[config.mk]
export PLATFORM = sky130hd
export DESIGN_NAME = uart_tx_fifo_flat
export DESIGN_NICKNAME = d
export VERILOG_FILES = /design/src/rtl/uart_tx_fifo_if.sv /design/src/rtl/uart_tx_fifo.sv /design/src/flat_wrapper.sv
export SDC_FILE = /design/constraint.sdc
export NUM_CORES = 1
export LEC_CHECK = 0
export CORE_ASPECT_RATIO = 1.75
export CORE_MARGIN = 2
export CORE_UTILIZATION = 30
export CTS_CLUSTER_SIZE = 10
export DETAILED_ROUTE_END_ITERATION = 8
export MAX_ROUTING_LAYER = met4
export PLACE_DENSITY_LB_ADDON = 0.1
export SETUP_SLACK_MARGIN = 0.02
export SYNTH_ARGS = -nofsm -noshare
export SYNTH_HDL_FRONTEND = slang
export SYNTH_SLANG_ARGS = --single-unit
[constraint.sdc]
create_clock -name clk -period 2.6 [get_ports clk]
set_input_delay 0.26 -clock clk [delete_from_list [all_inputs] [get_ports clk]]
set_output_delay 0.26 -clock clk [all_outputs]
set_load 0.03 [all_outputs]
[src/rtl/uart_tx_fifo_if.sv]
// Push-side bus between the memory map and the UART transmitter.
// The memory map drives a byte together with a single-cycle request strobe.
// There is no backpressure signal: the transmitter either stores the byte or
// drops it and flags an overflow.
//
// Signals:
//   uart_tx_data  8  byte to send, meaningful only while uart_tx_req = 1
//   uart_tx_req   1  push strobe, one byte per cycle it is high
//
// Modports:
//   master  memory-map side (drives data and request)
//   slave   transmitter side (samples data and request)

interface uart_tx_fifo_if;
    logic [7:0] uart_tx_data;
    logic       uart_tx_req;

    modport master (output uart_tx_data, output uart_tx_req);
    modport slave  (input  uart_tx_data, input  uart_tx_req);
endinterface

[src/rtl/uart_tx_fifo.sv]
// Buffered 8N1 UART transmitter.
// Bytes pushed by the memory map are queued in a FIFO and shifted out LSB
// first on txd, framed by one start bit (0) and one stop bit (1). Frames run
// back to back with no idle cycle when the FIFO still holds data.
//
// Parameters:
//   CLKS_PER_BIT  clk cycles per UART bit, >= 2
//   FIFO_DEPTH    FIFO entries, power of two, >= 2
//
// Ports:
//   clk             system clock
//   reset           synchronous, active-high reset
//   tx_bus          push bus (uart_tx_data, uart_tx_req), slave side
//   clear_overflow  clears the sticky overflow flag
//   txd             registered serial output, idle high
//   tx_busy         high while a frame is on the line or bytes are queued
//   fifo_count      bytes waiting, excluding the byte being shifted
//   overflow        sticky: a push was dropped because the FIFO was full

module uart_tx_fifo #(
    parameter int CLKS_PER_BIT = 496,
    parameter int FIFO_DEPTH   = 16
) (
    input  logic                          clk,
    input  logic                          reset,
    uart_tx_fifo_if.slave                 tx_bus,
    input  logic                          clear_overflow,
    output logic                          txd,
    output logic                          tx_busy,
    output logic [$clog2(FIFO_DEPTH):0]   fifo_count,
    output logic                          overflow
);

    localparam int PTR_W = $clog2(FIFO_DEPTH);
    localparam int CNT_W = $clog2(FIFO_DEPTH) + 1;
    localparam int TMR_W = $clog2(CLKS_PER_BIT);

    localparam logic [CNT_W-1:0] FULL_COUNT = CNT_W'(FIFO_DEPTH);
    localparam logic [TMR_W-1:0] TMR_LOAD   = TMR_W'(CLKS_PER_BIT - 1);

    typedef enum logic [1:0] {
        IDLE,
        START,
        DATA,
        STOP
    } state_t;

    state_t           state, state_next;
    logic [TMR_W-1:0] timer, timer_next;
    logic [2:0]       bit_idx, bit_idx_next;
    logic [7:0]       shift, shift_next;
    logic             txd_next;
    logic             busy_next;

    logic [7:0]       mem [FIFO_DEPTH];
    logic [PTR_W-1:0] wr_ptr, rd_ptr;
    logic [CNT_W-1:0] count_next;
    logic             fifo_empty;
    logic             pop;
    logic             push;

    assign fifo_empty = (fifo_count == '0);

    // Transmit FSM. The timer counts down the cycles left in the current bit;
    // txd is registered, so txd_next is the line level for the state being
    // entered. Popping on the last stop cycle gives gap-free back-to-back frames.
    always_comb begin
        state_next   = state;
        timer_next   = timer;
        bit_idx_next = bit_idx;
        shift_next   = shift;
        txd_next     = 1'b1;
        pop          = 1'b0;

        case (state)
            IDLE: begin
                if (!fifo_empty) begin
                    pop        = 1'b1;
                    shift_next = mem[rd_ptr];
                    timer_next = TMR_LOAD;
                    state_next = START;
                    txd_next   = 1'b0;
                end
            end

            START: begin
                txd_next = 1'b0;
                if (timer == '0) begin
                    state_next   = DATA;
                    timer_next   = TMR_LOAD;
                    bit_idx_next = '0;
                    txd_next     = shift[0];
                end else begin
                    timer_next = timer - 1'b1;
                end
            end

            DATA: begin
                txd_next = shift[0];
                if (timer == '0) begin
                    timer_next = TMR_LOAD;
                    if (bit_idx == 3'd7) begin
                        state_next = STOP;
                        txd_next   = 1'b1;
                    end else begin
                        bit_idx_next = bit_idx + 1'b1;
                        shift_next   = {1'b0, shift[7:1]};
                        txd_next     = shift[1];
                    end
                end else begin
                    timer_next = timer - 1'b1;
                end
            end

            STOP: begin
                txd_next = 1'b1;
                if (timer == '0) begin
                    if (!fifo_empty) begin
                        pop        = 1'b1;
                        shift_next = mem[rd_ptr];
                        timer_next = TMR_LOAD;
                        state_next = START;
                        txd_next   = 1'b0;
                    end else begin
                        state_next = IDLE;
                    end
                end else begin
                    timer_next = timer - 1'b1;
                end
            end

            default: begin
                state_next = IDLE;
            end
        endcase
    end

    // A push into a full FIFO is still accepted when a pop frees a slot at
    // the same edge. Fullness comes from the count, never from pointers.
    always_comb begin
        push       = tx_bus.uart_tx_req && ((fifo_count != FULL_COUNT) || pop);
        count_next = fifo_count;
        case ({push, pop})
            2'b10:   count_next = fifo_count + 1'b1;
            2'b01:   count_next = fifo_count - 1'b1;
            default: count_next = fifo_count;
        endcase
        busy_next = (state_next != IDLE) || (count_next != '0);
    end

    // Control and status registers. Overflow set takes priority over clear.
    always_ff @(posedge clk) begin
        if (reset) begin
            state      <= IDLE;
            timer      <= '0;
            bit_idx    <= '0;
            shift      <= '0;
            txd        <= 1'b1;
            tx_busy    <= 1'b0;
            fifo_count <= '0;
            wr_ptr     <= '0;
            rd_ptr     <= '0;
            overflow   <= 1'b0;
        end else begin
            state      <= state_next;
            timer      <= timer_next;
            bit_idx    <= bit_idx_next;
            shift      <= shift_next;
            txd        <= txd_next;
            tx_busy    <= busy_next;
            fifo_count <= count_next;
            if (push) begin
                wr_ptr <= wr_ptr + 1'b1;
            end
            if (pop) begin
                rd_ptr <= rd_ptr + 1'b1;
            end
            if (tx_bus.uart_tx_req && !push) begin
                overflow <= 1'b1;
            end else if (clear_overflow) begin
                overflow <= 1'b0;
            end
        end
    end

    // FIFO storage has no reset; the count and pointers define what is valid.
    always_ff @(posedge clk) begin
        if (push && !reset) begin
            mem[wr_ptr] <= tx_bus.uart_tx_data;
        end
    end

endmodule

[src/flat_wrapper.sv]
// flat-port wrapper written by rule: the top's interface ports become plain ports
module uart_tx_fifo_flat 
#(
    parameter int CLKS_PER_BIT = 496,
    parameter int FIFO_DEPTH   = 16
)
  (clk, reset, clear_overflow, txd, tx_busy, fifo_count, overflow, tx_bus_uart_tx_data, tx_bus_uart_tx_req);
  uart_tx_fifo_if tx_bus_i ();
  input  logic clk;
  input  logic reset;
  input  logic clear_overflow;
  output logic txd;
  output logic tx_busy;
  output logic [$clog2(FIFO_DEPTH):0] fifo_count;
  output logic overflow;
  input wire logic [$bits(tx_bus_i.uart_tx_data)-1:0] tx_bus_uart_tx_data;
  input wire logic [$bits(tx_bus_i.uart_tx_req)-1:0] tx_bus_uart_tx_req;
  assign tx_bus_i.uart_tx_data = tx_bus_uart_tx_data;
  assign tx_bus_i.uart_tx_req = tx_bus_uart_tx_req;
  uart_tx_fifo #(.CLKS_PER_BIT(CLKS_PER_BIT), .FIFO_DEPTH(FIFO_DEPTH)) u_core (.clk(clk), .reset(reset), .tx_bus(tx_bus_i), .clear_overflow(clear_overflow), .txd(txd), .tx_busy(tx_busy), .fifo_count(fifo_count), .overflow(overflow));
endmodule
==> metrics.cfg <==
[detailed_routing]
wl_per_cell_um = 19.70
vias_per_cell = 4.886
firstDrtPassIters = 4
drc_errors = 0
postRouteAntennaNets = 0
wl_um = 16940
num_vias = 4202
drt_iter0_drc = 282

[synth]
ys_warn_count = 0
syn_inst = 471
ys_types = 57
syn_nets = 501
synth-edff-count = 128
ys_ff_latch = 170
ys.flop_type = edfxtp_1
syn_area_per_cell_um2 = 15.50
synthesis.area_um2 = 7298
yosysSeqAreaShare = 0.6419
async_flop_share = 0

[pwr]
power_mw = 8.496
p_int_mw = 5.723
swShare = 0.3264
power_leakage_nw = 2.946
p_sw_mw = 2.773
pwr-share-seq = 0.392
p_per_area_nw_per_um2 = 969.7
pwr-share-clk = 0.272
comb_power_share = 0.336
ir_drop_mv = 0.4898

[timing]
fin_ws_ns = 0.09452
setup_viol = 0
fin_hold_ws_ns = 0.4583
grt_setup_unrepaired = yes
slew-limit-headroom = 0.6100
fin_skew_ns = 0.007819
max_freq_ghz = 0.3991
fin_crit_sh = 0.9636
worst_pin_slew_ns = 0.5850
hold_viol = 0
drv_slew = 0
min_period_ns = 2.505
setup_tns_ns = 0

[critical_path]
worst-setup-path-type = reg -> reg
cp_max_fo = 4
startpoint = u_core.timer[0]
required_ns = 2.91
crit_path_end_kind = register
crit_path_start_kind = register
reg2regPathDepth = 12
r2r_start = u_core.timer[0]
r2r_end = u_core.tx_busy
r2r_setup_slack_ns = 0.09
crit_end = u_core.tx_busy
critPathArrivalTime_ns = 2.82

[placed_design]
placed_area_um2 = 8152
pre_cts_ws_ns = -0.04378
hpwl_um = 12110
port_buffers = 19
routabilityCongestion = 0.7842
placed_cells_incl_taps = 824

[floorplanning]
dieWidth_um = 121.9
dieHeight_um = 210.3
initial_core_util = 0.3050
die-area_um2 = 25640
ios = 20
coreArea_um2 = 23930
fp-row-count = 75

[global_route]
grt_first_pass_wirelength_um = 26470
grt_pass1_vias = 4454
grt_max_degree = 30
global_route.overflow_total = 0
grtUsageTotal = 0.1471
antenna_found_initial = 0

[finish]
final_cells = 860
drive_above_1_share = 0.2790
post-route-util = 0.3662
multi_input_area_um2 = 2497
fin_nets = 569
synthToLayoutAreaGrowth_pct = 20.06
regArea_um2 = 4691
num-fill-cells = 2313
final_area_um2 = 8762
n_antenna_cell = 0

[status]
status = finished clean

[clock_tree]
ctsRootBufferMaster = clkbuf_16
ctsHoldBuffers = 0
clk_pin_slew_ns = 0.07
tritoncts = yes
clk_latency_ns = 0.43
cts_buffers = 17
numClockSinks = 170
htree_levels = 4
clk_path_buf_depth = 2

[min_path]
holdCritStartpoint = u_core.bit_idx[2]
min_path_type = reg -> reg

[run]
max_cap_violations = 0

worst min-delay path by stage:
stage / endpoint / slack (ns) / depth (start not counted)
5_1_grt: u_core.bit_idx[2] / 0.49 / 2
4_1_cts: u_core.bit_idx[2] / 0.46 / 2
3_5_place_dp: u_core.bit_idx[2] / 0.45 / 2
2_1_floorplan: u_core.mem[0][0] / 0.36 / 0
3_3_place_gp: u_core.bit_idx[2] / 0.44 / 2
6_report: u_core.bit_idx[2] / 0.46 / 2
flip-flops by register name, summed over array words and instances, names as in the netlist, named ones only:
signal	flops
u_core.fifo_count	5
u_core.wr_ptr	4
u_core.bit_idx	3
u_core.state	2
u_core.txd	1
u_core.overflow	1
u_core.rd_ptr	4
u_core.shift	8
u_core.timer	9
u_core.tx_busy	1
u_core.mem	128
kinds of logic (layout without fill, tap and decap cells):
kind of cell / Yosys count / after routing / share of synthesized area
adders and majority gates: 18 / 18 / 0.03189
buffers and inverters: 34 / 115 / 0.02520
and+or+nand+nor: 110 / 110 / 0.07543
DFF: 170 / 170 / 0.6419
muxes: 52 / 52 / 0.1404
AOI/OAI and AO/OA: 74 / 74 / 0.06961
xor gates and xnor gates: 13 / 13 / 0.01560
cells in the final DEF (no fill, tap or decap), types with 3 or more instances in the layout:
cell,n
o211ai_1,3
nand3b_1,3
a21oi_1,20
buf_4,52
a211oi_1,10
xnor2_1,4
mux2i_1,12
mux4_2,39
a21o_1,5
nand4_1,4
inv_1,8
nor3_1,7
a31oi_1,3
o21ai_0,10
clkinv_4,4
nor2_1,54
clkinvlp_4,3
nand3_1,3
edfxtp_1,128
ha_1,15
inv_6,3
clkdlybuf4s50_1,19
dfxtp_1,37
clkbuf_16,17
o31ai_1,3
xor2_1,7
dfxtp_2,5
a21oi_2,3
nand2_1,20
timing repair:
action                                  in CTS  in global routing
buffers inserted                             2                  2
resized for setup                            5                  7
endpoints found under the setup margin       2                  3
pin swaps                                    6                 10
area by class of cell:
type                       instances  area share
clock buffer                      19     0.04941
inverter                          10    0.004284
multi-input combinational        267      0.2850
tap                              308     0.04398
sequential                       170      0.5353
clock inverter                    13     0.01114
timing repair buffer              73     0.07083
power by group through the flow:
stage                     Combinational, mW  Sequential, mW  Clock, mW
after floorplan                        1.86            3.44          0
after global placement                 2.76            3.38          0
after detailed placement               2.76            3.39          0
after CTS                              2.83            3.33       2.39
after global routing                   3.14            3.36       2.49
final                                  2.86            3.33       2.31
routing by layer:
layer  global-route usage  part of all wire
met4              0.06342             0.024
met1               0.1448              0.36
met2               0.2776              0.60
met3              0.02435             0.019
met5                    -                 0
synth_stat cells, types with 2 or more instances:
library cell  count  area (um2)
mux4_2           39       878.3
buf_2             6       30.03
a211oi_1         10       75.07
xor2_1            7       61.31
nand3b_1          3       22.52
a211o_1           2       17.52
o21ai_0          11       55.05
a21oi_1          22       110.1
nor2_1           54       202.7
nand4_1           4       25.02
nand2_1          20       75.07
o211ai_1          3       22.52
edfxtp_1        128        3844
clkbuf_1         12       45.04
or3_1             2       12.51
dfxtp_1          42       840.8
nand3_1           3       15.01
o31ai_1           3       22.52
buf_6             5       56.30
nor3b_1           2       15.01
a31oi_1           3       18.77
a211oi_2          2       25.02
mux2i_1          12       120.1
nor4_4            2       42.54
xnor2_1           6       52.55
and2_1            2       12.51
nor3_1            7       35.03
ha_1             17       212.7
inv_1            10       37.54
a21o_1            5       37.54
critical path, cell delays in order (launching register included):
cell,delay (ns)
dfxtp_2,0.33
inv_2,0.07
ha_4,0.14
nor4b_4,0.21
a31o_2,0.20
and3_4,0.20
ha_1,0.23
a21o_1,0.19
a21oi_2,0.17
xnor2_2,0.10
o31ai_1,0.24
o22a_1,0.21
a31oi_1,0.08
No activity file was read; power rests on OpenSTA's default activity.
